### config.mk
export PLATFORM = sky130hd
export DESIGN_NAME = coin_return_dispenser_flat
export DESIGN_NICKNAME = d
export VERILOG_FILES = /design/src/rtl/coin_return_dispenser_if.sv /design/src/rtl/coin_return_dispenser.sv /design/src/flat_wrapper.sv
export SDC_FILE = /design/constraint.sdc
export NUM_CORES = 1
export LEC_CHECK = 0
export ABC_AREA = 1
export BUFFER_PORTS_ARGS = -buffer_cell sky130_fd_sc_hd__buf_2
export CAP_MARGIN = 20
export CORE_MARGIN = 5
export CORE_UTILIZATION = 48
export DETAILED_ROUTE_END_ITERATION = 10
export HOLD_SLACK_MARGIN = 0.08
export PLACE_DENSITY = 0.68
export SYNTH_ARGS = -nofsm -noshare
export SYNTH_HDL_FRONTEND = slang
export SYNTH_SLANG_ARGS = --single-unit
### constraint.sdc
create_clock -name clk -period 6.14 [get_ports clk]
set_input_delay 0.614 -clock clk [delete_from_list [all_inputs] [get_ports clk]]
set_output_delay 0.614 -clock clk [all_outputs]
set_load 0.05 [all_outputs]
### src/rtl/coin_return_dispenser_if.sv
// Coin-return hopper bus: request/sensor inputs from the vending side and
// solenoid/status outputs back from the dispenser.
interface coin_return_dispenser_if #(
  parameter int CNT_W = 3
);
  logic             returnNickel;
  logic             returnDime;
  logic             coinSensed;
  logic             clearFault;
  logic             nickelSolenoid;
  logic             dimeSolenoid;
  logic [CNT_W-1:0] pendingNickels;
  logic [CNT_W-1:0] pendingDimes;
  logic             busy;
  logic             fault;
  logic             overflow;

  // Vending controller / hopper-pin side
  modport master (
    output returnNickel,
    output returnDime,
    output coinSensed,
    output clearFault,
    input  nickelSolenoid,
    input  dimeSolenoid,
    input  pendingNickels,
    input  pendingDimes,
    input  busy,
    input  fault,
    input  overflow
  );

  // Dispenser side
  modport slave (
    input  returnNickel,
    input  returnDime,
    input  coinSensed,
    input  clearFault,
    output nickelSolenoid,
    output dimeSolenoid,
    output pendingNickels,
    output pendingDimes,
    output busy,
    output fault,
    output overflow
  );
endinterface

### src/rtl/coin_return_dispenser.sv
// Coin-return dispenser: counts single-coin return requests, then fires the
// matching hopper solenoid once per owed coin and waits for the drop sensor
// before the next coin. Dimes are always served before nickels.
module coin_return_dispenser #(
  parameter int PULSE_CYCLES   = 4,
  parameter int TIMEOUT_CYCLES = 16,
  parameter int CNT_W          = 3
) (
  input  logic                  clk,
  input  logic                  rst_n,
  coin_return_dispenser_if.slave bus
);

  typedef enum logic [1:0] {
    ST_IDLE  = 2'd0,
    ST_FIRE  = 2'd1,
    ST_WAIT  = 2'd2,
    ST_FAULT = 2'd3
  } state_t;

  localparam int PW = $clog2(PULSE_CYCLES) + 1;
  localparam int TW = $clog2(TIMEOUT_CYCLES) + 1;
  localparam logic [PW-1:0]    PULSE_LAST   = PW'(PULSE_CYCLES - 1);
  localparam logic [TW-1:0]    TIMEOUT_LAST = TW'(TIMEOUT_CYCLES - 1);
  localparam logic [CNT_W-1:0] CNT_MAX      = {CNT_W{1'b1}};
  localparam logic [CNT_W-1:0] CNT_ONE      = CNT_W'(1);

  // FSM state and its next-state values
  state_t        state_r;
  state_t        state_s;
  logic          sel_r;        // 0 = nickel, 1 = dime
  logic          sel_s;
  logic          seen_r;       // sensor fired during the current pulse
  logic          seen_s;
  logic [PW-1:0] pulse_cnt_r;
  logic [PW-1:0] pulse_cnt_s;
  logic [TW-1:0] wait_cnt_r;
  logic [TW-1:0] wait_cnt_s;
  logic          dec_s;        // current coin confirmed this cycle

  // Request edge detection
  logic          prev_nickel_r;
  logic          prev_dime_r;
  logic          inc_nickel_s;
  logic          inc_dime_s;
  logic          dec_nickel_s;
  logic          dec_dime_s;

  // Owed-coin counters
  logic [CNT_W-1:0] nickels_r;
  logic [CNT_W-1:0] dimes_r;
  logic [CNT_W-1:0] nickels_s;
  logic [CNT_W-1:0] dimes_s;
  logic             ovf_nickel_s;
  logic             ovf_dime_s;
  logic             overflow_r;

  // Registered drive/status outputs
  logic nickel_sol_r;
  logic dime_sol_r;
  logic busy_r;
  logic fault_r;

  // Saturating up/down step; returns {overflow_hit, next_count}. A coinciding
  // increment and decrement cancel, so that case never counts as overflow.
  function automatic logic [CNT_W:0] cnt_update(
    input logic [CNT_W-1:0] cnt,
    input logic             inc,
    input logic             dec
  );
    logic [CNT_W-1:0] nxt;
    logic             ovf;
    nxt = cnt;
    ovf = 1'b0;
    if (inc && !dec) begin
      if (cnt == CNT_MAX) begin
        ovf = 1'b1;
      end else begin
        nxt = cnt + CNT_ONE;
      end
    end else if (dec && !inc) begin
      nxt = cnt - CNT_ONE;
    end else begin
      nxt = cnt;
    end
    return {ovf, nxt};
  endfunction

  // Rising-edge detect on the request lines and routing of the confirmation
  always_comb begin
    inc_nickel_s = bus.returnNickel & ~prev_nickel_r;
    inc_dime_s   = bus.returnDime & ~prev_dime_r;
    dec_nickel_s = dec_s & ~sel_r;
    dec_dime_s   = dec_s & sel_r;
  end

  // Next owed-coin counts
  always_comb begin
    {ovf_nickel_s, nickels_s} = cnt_update(nickels_r, inc_nickel_s, dec_nickel_s);
    {ovf_dime_s, dimes_s}     = cnt_update(dimes_r, inc_dime_s, dec_dime_s);
  end

  // Next-state logic: pick a coin, pulse its solenoid, await the sensor
  always_comb begin
    state_s     = state_r;
    sel_s       = sel_r;
    seen_s      = seen_r;
    pulse_cnt_s = pulse_cnt_r;
    wait_cnt_s  = wait_cnt_r;
    dec_s       = 1'b0;
    case (state_r)
      ST_IDLE: begin
        if (dimes_r != {CNT_W{1'b0}}) begin
          state_s     = ST_FIRE;
          sel_s       = 1'b1;
          seen_s      = 1'b0;
          pulse_cnt_s = {PW{1'b0}};
        end else if (nickels_r != {CNT_W{1'b0}}) begin
          state_s     = ST_FIRE;
          sel_s       = 1'b0;
          seen_s      = 1'b0;
          pulse_cnt_s = {PW{1'b0}};
        end else begin
          state_s = ST_IDLE;
        end
      end
      ST_FIRE: begin
        if (pulse_cnt_r == PULSE_LAST) begin
          // A sense on the last pulse cycle still counts as early confirmation
          if (seen_r || bus.coinSensed) begin
            state_s = ST_IDLE;
            dec_s   = 1'b1;
            seen_s  = 1'b0;
          end else begin
            state_s    = ST_WAIT;
            wait_cnt_s = {TW{1'b0}};
          end
        end else begin
          pulse_cnt_s = pulse_cnt_r + PW'(1);
          if (bus.coinSensed) begin
            seen_s = 1'b1;
          end else begin
            seen_s = seen_r;
          end
        end
      end
      ST_WAIT: begin
        if (bus.coinSensed) begin
          state_s = ST_IDLE;
          dec_s   = 1'b1;
        end else if (wait_cnt_r == TIMEOUT_LAST) begin
          state_s = ST_FAULT;
        end else begin
          wait_cnt_s = wait_cnt_r + TW'(1);
        end
      end
      ST_FAULT: begin
        // The failed coin is still owed, so IDLE naturally retries it
        if (bus.clearFault) begin
          state_s = ST_IDLE;
        end else begin
          state_s = ST_FAULT;
        end
      end
      default: begin
        state_s = ST_IDLE;
      end
    endcase
  end

  // FSM state, coin select and timers
  always_ff @(posedge clk or negedge rst_n) begin
    if (!rst_n) begin
      state_r     <= ST_IDLE;
      sel_r       <= 1'b0;
      seen_r      <= 1'b0;
      pulse_cnt_r <= {PW{1'b0}};
      wait_cnt_r  <= {TW{1'b0}};
    end else begin
      state_r     <= state_s;
      sel_r       <= sel_s;
      seen_r      <= seen_s;
      pulse_cnt_r <= pulse_cnt_s;
      wait_cnt_r  <= wait_cnt_s;
    end
  end

  // Request history, owed counts and sticky overflow
  always_ff @(posedge clk or negedge rst_n) begin
    if (!rst_n) begin
      prev_nickel_r <= 1'b0;
      prev_dime_r   <= 1'b0;
      nickels_r     <= {CNT_W{1'b0}};
      dimes_r       <= {CNT_W{1'b0}};
      overflow_r    <= 1'b0;
    end else begin
      prev_nickel_r <= bus.returnNickel;
      prev_dime_r   <= bus.returnDime;
      nickels_r     <= nickels_s;
      dimes_r       <= dimes_s;
      overflow_r    <= overflow_r | ovf_nickel_s | ovf_dime_s;
    end
  end

  // Outputs registered from the next state so they align with the state
  always_ff @(posedge clk or negedge rst_n) begin
    if (!rst_n) begin
      nickel_sol_r <= 1'b0;
      dime_sol_r   <= 1'b0;
      busy_r       <= 1'b0;
      fault_r      <= 1'b0;
    end else begin
      nickel_sol_r <= (state_s == ST_FIRE) && !sel_s;
      dime_sol_r   <= (state_s == ST_FIRE) && sel_s;
      busy_r       <= (state_s == ST_FIRE) || (state_s == ST_WAIT);
      fault_r      <= (state_s == ST_FAULT);
    end
  end

  assign bus.nickelSolenoid = nickel_sol_r;
  assign bus.dimeSolenoid   = dime_sol_r;
  assign bus.pendingNickels = nickels_r;
  assign bus.pendingDimes   = dimes_r;
  assign bus.busy           = busy_r;
  assign bus.fault          = fault_r;
  assign bus.overflow       = overflow_r;

endmodule

### src/flat_wrapper.sv
// flat-port wrapper written by rule: the top's interface ports become plain ports
module coin_return_dispenser_flat 
#(
  parameter int PULSE_CYCLES   = 4,
  parameter int TIMEOUT_CYCLES = 16,
  parameter int CNT_W          = 3
)
  (clk, rst_n, bus_returnNickel, bus_returnDime, bus_coinSensed, bus_clearFault, bus_nickelSolenoid, bus_dimeSolenoid, bus_pendingNickels, bus_pendingDimes, bus_busy, bus_fault, bus_overflow);
  coin_return_dispenser_if #(.CNT_W(CNT_W)) bus_i ();
  input  logic clk;
  input  logic rst_n;
  input wire logic [$bits(bus_i.returnNickel)-1:0] bus_returnNickel;
  input wire logic [$bits(bus_i.returnDime)-1:0] bus_returnDime;
  input wire logic [$bits(bus_i.coinSensed)-1:0] bus_coinSensed;
  input wire logic [$bits(bus_i.clearFault)-1:0] bus_clearFault;
  output wire logic [$bits(bus_i.nickelSolenoid)-1:0] bus_nickelSolenoid;
  output wire logic [$bits(bus_i.dimeSolenoid)-1:0] bus_dimeSolenoid;
  output wire logic [$bits(bus_i.pendingNickels)-1:0] bus_pendingNickels;
  output wire logic [$bits(bus_i.pendingDimes)-1:0] bus_pendingDimes;
  output wire logic [$bits(bus_i.busy)-1:0] bus_busy;
  output wire logic [$bits(bus_i.fault)-1:0] bus_fault;
  output wire logic [$bits(bus_i.overflow)-1:0] bus_overflow;
  assign bus_i.returnNickel = bus_returnNickel;
  assign bus_i.returnDime = bus_returnDime;
  assign bus_i.coinSensed = bus_coinSensed;
  assign bus_i.clearFault = bus_clearFault;
  assign bus_nickelSolenoid = bus_i.nickelSolenoid;
  assign bus_dimeSolenoid = bus_i.dimeSolenoid;
  assign bus_pendingNickels = bus_i.pendingNickels;
  assign bus_pendingDimes = bus_i.pendingDimes;
  assign bus_busy = bus_i.busy;
  assign bus_fault = bus_i.fault;
  assign bus_overflow = bus_i.overflow;
  coin_return_dispenser #(.PULSE_CYCLES(PULSE_CYCLES), .TIMEOUT_CYCLES(TIMEOUT_CYCLES), .CNT_W(CNT_W)) u_core (.clk(clk), .rst_n(rst_n), .bus(bus_i));
endmodule
==> reports/metrics.cfg, run 1 <==
[floorplan]
die_area_um2=4140
chipWidth_um=64.3
ios=17
row_count=19
start_util=0.509
die_y_um=64.3
core_area_um2=2780

[worst_setup_path]
rr_worst_depth=12
cp_data_arrival_time_ns=2.40
timing.rr.start=u_core.pulse_cnt_r[0]
cp_max_fo=4
cp-start-kind=register
worstSetupPathType=register to register
required_ns=6.40
rr_endpoint=u_core.bus.pendingNickels[2]
r2r_slack_ns=4.00
crit_start=u_core.pulse_cnt_r[0]
critPathCapture=u_core.bus.pendingNickels[2]
cp-end-kind=register

[sta]
fin_hold_ws_ns=0.267
slew_violations=0
fin_crit_ns=2.14
worst_pin_slew_ns=0.563
hold_viol=0
relSlewSlack=0.624
period_share=0.348
fin_tns_setup_ns=0
timing.fmax_mhz=468
finClkSkew_ns=0.00779
setup_violations=0
rsz0062_at_grt=false

[global_route]
grt_pass1_wl_um=4730
grt_use_total=0.137
grt_pass1_vias=1107
antenna_found_initial=0
grt_max_degree=26
grt_remaining_overflow=0

[route]
vias_per_cell=5.11
drt_pass1_iterations=4
vias=1114
antenna_left=0
wl_um=2560
drt_iter0_drc=43
routedWlPerCell_um=11.7
drc=0

[clock_tree]
clk_pin_slew_ns=0.14
cts_tree=yes
cts.repair.resized=0
clock_latency_ns=0.31
numCtsBuffers=3
clk_path_buf_depth=2
cts_root_buf=clkbuf_4
post_cts_buffers=0
ctsHoldBuffers=0
cts_num_sinks=25
h-tree-depth=1

[finish]
drive_gt1_frac=0.171
area_delta_synth_final_pct=9.45
num-fill-cells=269
instances_no_fill=218
ff_latch_area_um2=626
nets=206
antenna_cells=0
postLayoutCoreUtil=0.557
multi_input_area_um2=667

[place]
post-place-cells=214
dp_hpwl_um=2010
portBuffers=16
gp_congestion=0.753

[synthesis]
ys_warn_count=0
postSynthAreaPerCell_um2=8.43
ys_types=25
syn_inst=168
ys_seq_area_frac=0.442
syn_nets=186
syn_area_um2=1420
synth-seq-cells=25

[power]
swShare=0.513
power_w=0.000744
clockPowerShare=0.099
p_switching_w=0.000382
pwr-share-seq=0.362
power_density_nw_per_um2=480
comb_power_share=0.539
p_leak_nw=0.832
p_int_w=0.000362
ir_drop_uv=342

[min_path]
hold_class=input port to asynchronous set/reset pin

[flow_run]
max_cap_violations=0

[status]
status=completed

[state kept, by name (all words and copies together) (netlist names)]
register,flops
u_core.bus.busy,1
u_core.bus.dimeSolenoid,1
u_core.bus.fault,1
u_core.bus.nickelSolenoid,1
u_core.bus.overflow,1
u_core.bus.pendingDimes,3
u_core.bus.pendingNickels,3
u_core.prev_dime_r,1
u_core.prev_nickel_r,1
u_core.pulse_cnt_r,3
u_core.seen_r,1
u_core.sel_r,1
u_core.state_r,2
u_core.wait_cnt_r,5
[final cells by class]
cell class / count / share of cell area
Clock buffer: 4 / 0.0169
Tap cell: 31 / 0.0250
Sequential cell: 25 / 0.404
Timing Repair Buffer: 16 / 0.0517
Inverter: 30 / 0.0726
Multi-Input combinational cell: 112 / 0.430
[critical path: stages (launching register included)]
cell and delay [ns]:
dfrtp_1 0.42, ha_1 0.21, ha_1 0.21, nand2_1 0.15, nand2_4 0.08, nand3_1 0.12
nand2_1 0.10, fa_1 0.42, inv_1 0.10, nand4_1 0.09, nand3_1 0.09, nand2_1 0.05
inv_1 0.04
[cell usage in the layout (no fill, tap or decap), types with 3 or more instances in the layout]
cell	count
a21oi_1	3
buf_2	16
clkbuf_4	3
dfrtp_1	25
ha_1	10
inv_1	28
nand2_1	33
nand2_2	4
nand3_1	16
nand4_1	4
nor2_1	13
nor3_1	3
o21ai_0	8
xor2_1	3
[logic make-up after synthesis]
kind of cell / Yosys count / synth area share
flops: 25 / 0.442
simple gates: 80 / 0.269
buf+inv: 31 / 0.0875
xor+xnor: 3 / 0.0186
fa+ha+maj: 12 / 0.117
compound gates: 17 / 0.0671
[routing by layer]
layer / GRT usage / vias up / wire [µm]
li1: - / 577 / -
met1: 0.188 / 513 / 1200
met2: 0.226 / 22 / 1240
met3: 0.0315 / 2 / 109
met4: 0.0153 / 0 / 9
met5: 0 / - / 0
[per-stage QoR]
step	instance area, µm²	worst slack, ns
detailed placement	1520	4.04
finish	1550	4.00
CTS	1550	4.01
floorplan	1420	4.21
global placement	1520	4.11
global route	1550	3.87
[power by group through the flow]
stage	logic [W]	registers, W	clock network [W]
after floorplan	0.000214	0.000368	0
after global placement	0.000394	0.000269	0
after detailed placement	0.000404	0.000273	0
after CTS	0.000406	0.000270	0.0000780
after global routing	0.000454	0.000282	0.0000859
final	0.000401	0.000270	0.0000737
[worst min-delay path by stage]
stage / end / slack, ns / depth (start not counted)
floorplan: u_core.bus.busy / 0.32 / 0
global placement: u_core.pulse_cnt_r[1] / 0.46 / 2
detailed placement: u_core.pulse_cnt_r[1] / 0.48 / 2
CTS: u_core.wait_cnt_r[3] / 0.28 / 1
global route: u_core.wait_cnt_r[2] / 0.30 / 1
finish: u_core.wait_cnt_r[3] / 0.27 / 1
[cells in the mapped netlist, drive strengths merged]
| master | number | share of area |
|---|---|---|
| a21oi | 3 | 0.011 |
| a31o | 1 | 0.0062 |
| and2 | 1 | 0.0044 |
| buf | 1 | 0.0079 |
| dfrtp | 25 | 0.44 |
| fa | 2 | 0.028 |
| ha | 10 | 0.088 |
| inv | 30 | 0.080 |
| nand2 | 38 | 0.11 |
| nand3 | 17 | 0.064 |
| nand3b | 1 | 0.0079 |
| nand4 | 4 | 0.018 |
| nor2 | 16 | 0.051 |
| nor3 | 3 | 0.011 |
| o21ai | 10 | 0.035 |
| o221ai | 1 | 0.0062 |
| o22ai | 2 | 0.0088 |
| xor2 | 3 | 0.019 |
No activity file was read; power rests on OpenSTA's default activity.
==> run 2, diff against run 1 <==
--- a/config.mk
+++ b/config.mk
@@ -12,7 +12,7 @@
 export CORE_UTILIZATION = 48
 export DETAILED_ROUTE_END_ITERATION = 10
 export HOLD_SLACK_MARGIN = 0.08
-export PLACE_DENSITY = 0.68
+export PLACE_DENSITY = 0.7
 export SYNTH_ARGS = -nofsm -noshare
 export SYNTH_HDL_FRONTEND = slang
 export SYNTH_SLANG_ARGS = --single-unit
==> constraint.sdc (replaced) <==
create_clock -name clk -period 1.9 [get_ports clk]
set_input_delay 0.19 -clock clk [delete_from_list [all_inputs] [get_ports clk]]
set_output_delay 0.19 -clock clk [all_outputs]
set_load 0.05 [all_outputs]
==> run 2 against run 1 <==
Global-route usage increased by 2.3 points. Largest cell class unchanged. Worst hold slack got worse by 0.072 ns. Clock skew decreased by 0.0061 ns. Non-clock buffer count increased by 26. Setup slack got worse by 4.0 ns. Sequential power increased to 3.3 times the previous value. Critical endpoint is now u_core.bus.pendingDimes[2]. Core utilization increased by 12 points. Routed wire length increased by 30%. Maximum frequency increased by 15%. Register-to-register slack got worse by 4.0 ns.
==> reports/metrics.cfg, run 2 (synthesis gave the netlist of run 1 again) <==
[place]
gp_congestion=0.994
post-place-cells=222
placed_area_um2=1590
portBuffers=16
dp_hpwl_um=2140

[route]
drc=0
drt_pass1_iterations=4
wl_um=3330
vias=1295
drt_iter0_drc=75
antenna_left=0
vias_per_cell=5.31
routedWlPerCell_um=13.6

[floorplan]
die_y_um=64.3
chipWidth_um=64.3
core_area_um2=2780
start_util=0.509
die_area_um2=4140
ios=17
row_count=19

[sta]
period_share=0.976
fin_crit_ns=1.85
finClkSkew_ns=0.00165
setup_violations=0
timing.fmax_mhz=539
hold_viol=0
rsz0062_at_grt=true
slew_violations=0
fin_tns_setup_ns=0
worst_pin_slew_ns=0.552
relSlewSlack=0.632

[min_path]
hold_class=input port to register
min_from=bus_coinSensed
hold_end=u_core.seen_r
holdPathStages=3

[global_route]
grt_remaining_overflow=0
grt_pass1_wl_um=5350
grt_pass1_vias=1202
grt_max_degree=26
antenna_found_initial=0
grt_use_total=0.160

[worst_setup_path]
worstSetupPathType=register to register
cp_max_fo=3
rr_endpoint=u_core.bus.pendingDimes[2]
cp-end-kind=register
cp_data_arrival_time_ns=2.10
rr_worst_depth=13
timing.rr.start=u_core.pulse_cnt_r[1]
cp-start-kind=register
r2r_slack_ns=0.05
required_ns=2.14

[power]
p_leak_nw=0.965
power_w=0.00288
ir_drop_uv=1240
power_density_nw_per_um2=1520

[status]
status=completed

[finish]
final_area_um2=1900
regMostFlops=u_core.wait_cnt_r
area_delta_synth_final_pct=33.9
final_cell_mix=nand2_1, dfrtp_1, inv_1
postLayoutCoreUtil=0.682
nets=232
antenna_cells=0
largest_register_ffs=5
instances_no_fill=244
final_common_cell=nand2_1
num-fill-cells=205
drive_gt1_frac=0.380

[clock_tree]
cts_root_buf=clkbuf_4
cts_num_sinks=25
clk_path_buf_depth=2
cts_tree=yes
numCtsBuffers=3
clk_pin_slew_ns=0.14
clock_latency_ns=0.33
h-tree-depth=1

[flow_run]
max_cap_violations=0

## run 2: cell types whose count changed in the layout (fill, tap and decap cells not counted), sizes merged
cell	delta
buf	+23
dlygate4sd3	+3
## run 2: repair_timing
action                     in CTS  in global routing
hold buffers                    3                  0
gates cloned                    0                  0
hold endpoints to repair       27                  0
buffers inserted                4                 11
pin swaps                       2                 19
gates resized for setup         7                 29
setup endpoints to repair       7                 10
## run 2: how the worst max path moves through the flow
stage,startpoint,to
floorplan,u_core.pulse_cnt_r[0],u_core.bus.pendingNickels[2]
global route,u_core.pulse_cnt_r[0],u_core.bus.pendingNickels[2]
finish,u_core.pulse_cnt_r[1],u_core.bus.pendingDimes[2]
global placement,u_core.pulse_cnt_r[0],u_core.bus.pendingNickels[2]
detailed placement,u_core.pulse_cnt_r[0],u_core.bus.pendingNickels[2]
CTS,u_core.state_r[1],u_core.bus.pendingNickels[1]
## run 2: where the power goes
group / switching (W) / internal, W / total, W
registers: 0.000177 / 0.000707 / 0.000884
clock network: 0.000167 / 0.0000826 / 0.000250
logic: 0.00110 / 0.000644 / 0.00174
total: 0.00144 / 0.00143 / 0.00288
## run 2: worst max-delay path, cell delays in order (launching register included)
cell	delay, ns
dfrtp_1	0.41
ha_2	0.20
ha_4	0.17
nand2_4	0.07
nand2_4	0.07
nand3_2	0.10
nand2_2	0.07
fa_2	0.37
inv_1	0.06
nand2_1	0.06
nand2_2	0.06
nand2_1	0.04
nand2_1	0.05
nand2_1	0.04
## run 2: cell type report
class / instances / area, µm² / area share
tap: 31 / 38.8 / 0.0204
inverter: 30 / 115 / 0.0607
clock buffer: 4 / 26.3 / 0.0139
multi-input combinational: 112 / 803 / 0.423
timing repair buffer: 42 / 287 / 0.151
sequential: 25 / 627 / 0.330
## run 2: stage by stage
step,hold WS [ns],setup slack [ns]
floorplan,-0.106,0.00618
global placement,0.203,-0.00672
detailed placement,0.215,-0.109
CTS,0.172,-0.0254
global route,0.217,-0.0762
finish,0.195,0.0452
## run 2: routing by layer
layer	vias up	share of wire	track usage
met4	0	0.032	0.0534
met5	-	0	0
met2	38	0.49	0.254
met3	13	0.046	0.0263
li1	629	-	-
met1	615	0.43	0.220
==> run 3, diff against run 2 <==
==> constraint.sdc (replaced) <==
create_clock -name clk -period 1.9 [get_ports clk]
set_input_delay 0.38 -clock clk [delete_from_list [all_inputs] [get_ports clk]]
set_output_delay 0.38 -clock clk [all_outputs]
set_load 0.05 [all_outputs]
==> run 3 against run 2 <==
Worst hold slack got worse by 0.040 ns. Clock skew rose by 0.0015 ns. Sequential cell count did not move. Routed wire length fell by 0.39%. Combinational power barely moved. Setup slack got worse by 0.0011 ns. Critical path depth did not move. Die area did not move. Clock power barely moved. Final area fell by 1.1%. Highest routed layer unchanged.
==> reports/metrics.cfg, run 3 (synthesis gave the netlist of run 1 again) <==
[status]
status=completed

[worst_setup_path]
crit_top_cell=nand2_1
worstSetupPathType=register to register
cp_max_fo=3
critPathMaxStageDelay_ns=0.41
cp-start-kind=register
critPathTopFamily=adder cells
cp_data_arrival_time_ns=2.10
timing.critical_path.buf_inv=1
required_ns=2.14
cp-end-kind=register
cpMaxStageDelayCell=dfrtp_1
crit_chain=ha_2 > ha_4 > nand2_4 > nand2_4 > nand3_2 > nand2_2 > fa_2 > inv_1 > nand2_1 > nand2_2 > nand2_1 > nand2_1 > nand2_1

[finish]
largest_register_ffs=5
ff_latch_area_um2=627
postLayoutCoreUtil=0.675
drive_gt1_frac=0.384
regMostFlops=u_core.wait_cnt_r
area_delta_synth_final_pct=32.5
antenna_cells=0
num-fill-cells=208
nets=230
multi_input_area_um2=803
final_cell_mix=nand2_1, dfrtp_1, inv_1
final_common_cell=nand2_1

[sta]
setup_violations=0
timing.fmax_mhz=539
hold_viol=0
rsz0062_at_grt=true
worst_pin_slew_ns=0.553
relSlewSlack=0.631
slew_violations=0
period_share=0.977
fin_crit_ns=1.86
timing.final.ws_setup_ns=0.0440
fin_hold_ws_ns=0.155
finClkSkew_ns=0.00311

[global_route]
antenna_found_initial=0
grt_max_degree=26
grt_pass1_vias=1199
grt_use_total=0.159
grt_remaining_overflow=0
grt_pass1_wl_um=5330

[clock_tree]
cts_tree=yes
clk_path_buf_depth=2
clk_pin_slew_ns=0.14
numCtsBuffers=3
clock_latency_ns=0.33
cts_num_sinks=25
cts_root_buf=clkbuf_4
h-tree-depth=1

[flow_run]
max_cap_violations=0

[route]
drt_pass1_iterations=4
drc=0
vias=1294
antenna_left=0
wl_um=3310
vias_per_cell=5.35
drt_iter0_drc=54
routedWlPerCell_um=13.7

[min_path]
hold_class=input port to register

[floorplan]
chipWidth_um=64.3
row_count=19
core_area_um2=2780
start_util=0.509
die_y_um=64.3
die_area_um2=4140
ios=17

[place]
dp_slack_ns=-0.109
portBuffers=16
dp_hpwl_um=2140
gp_congestion=0.994

[power]
power_density_nw_per_um2=1530
power_w=0.00287
ir_drop_uv=1240
p_leak_nw=0.957

==> run 3: cell types whose count changed in the layout (fill, tap and decap cells not counted) <==
cell | previous run | this run
dlygate4sd3_1 | 3 | 1
==> run 3: worst register-to-register path: cells and delay by family, from the launching register on <==
| kind | cells | cell delay, ns |
|---|---|---|
| buf+inv | 1 | 0.06 |
| simple gates | 9 | 0.56 |
| fa+ha+maj | 3 | 0.74 |
| flops | 1 | 0.41 |
==> run 3: repair_timing <==
action                                 4_1_cts  5_1_grt
setup endpoints to repair                    7       10
gates cloned                                 0        0
gates resized for setup                      7       29
endpoints found under the hold margin       25        0
pin swaps                                    2       19
buffers inserted                             4       11
hold buffers                                 1        0
==> run 3: through the flow <==
step	std cells	instance area, µm²	TNS, ns
2_1_floorplan	168	1420	0
3_3_place_gp	222	1590	-0.00672
3_5_place_dp	222	1590	-0.219
4_1_cts	231	1680	-0.0528
5_1_grt	242	1880	-0.264
6_report	242	1880	0
==> run 3: final timing paths <==
| check | end | cells after the start | from | slack, ns |
|---|---|---|---|---|
| max | u_core.bus.pendingDimes[2] | 13 | u_core.pulse_cnt_r[1] | 0.04 |
| min | u_core.prev_dime_r | 1 | bus_returnDime | 0.15 |
| max reg2reg | u_core.bus.pendingDimes[2] | 13 | u_core.pulse_cnt_r[1] | 0.04 |
| min reg2reg | u_core.pulse_cnt_r[2] | 2 | u_core.pulse_cnt_r[2] | 0.52 |
| max in group asynchronous | u_core.state_r[0] | 2 | rst_n | 0.96 |
| min in group asynchronous | u_core.wait_cnt_r[3] | 2 | rst_n | 0.55 |
==> run 3: power by group <==
part           internal [W]  total (W)  switching [W]  leakage, nW
Combinational      0.000642    0.00174        0.00110        0.632
Sequential         0.000707   0.000885       0.000179        0.310
Clock             0.0000826   0.000248       0.000166       0.0150
Total               0.00143    0.00287        0.00144        0.957
==> run 3: final cells by class <==
cell class / count / area share
multi-input cells: 112 / 0.428
flip-flops and latches: 25 / 0.334
repair buffers: 40 / 0.142
inverters: 30 / 0.0613
well taps: 31 / 0.0207
clock buffers: 4 / 0.0140
==> run 3: layer usage <==
layer,part of all wire,vias up,wire length (µm),track usage
met5,0,-,0,0
met4,0.033,0,108,0.0534
met3,0.041,13,136,0.0280
met2,0.49,37,1630,0.254
met1,0.44,618,1440,0.218
li1,-,626,-,-
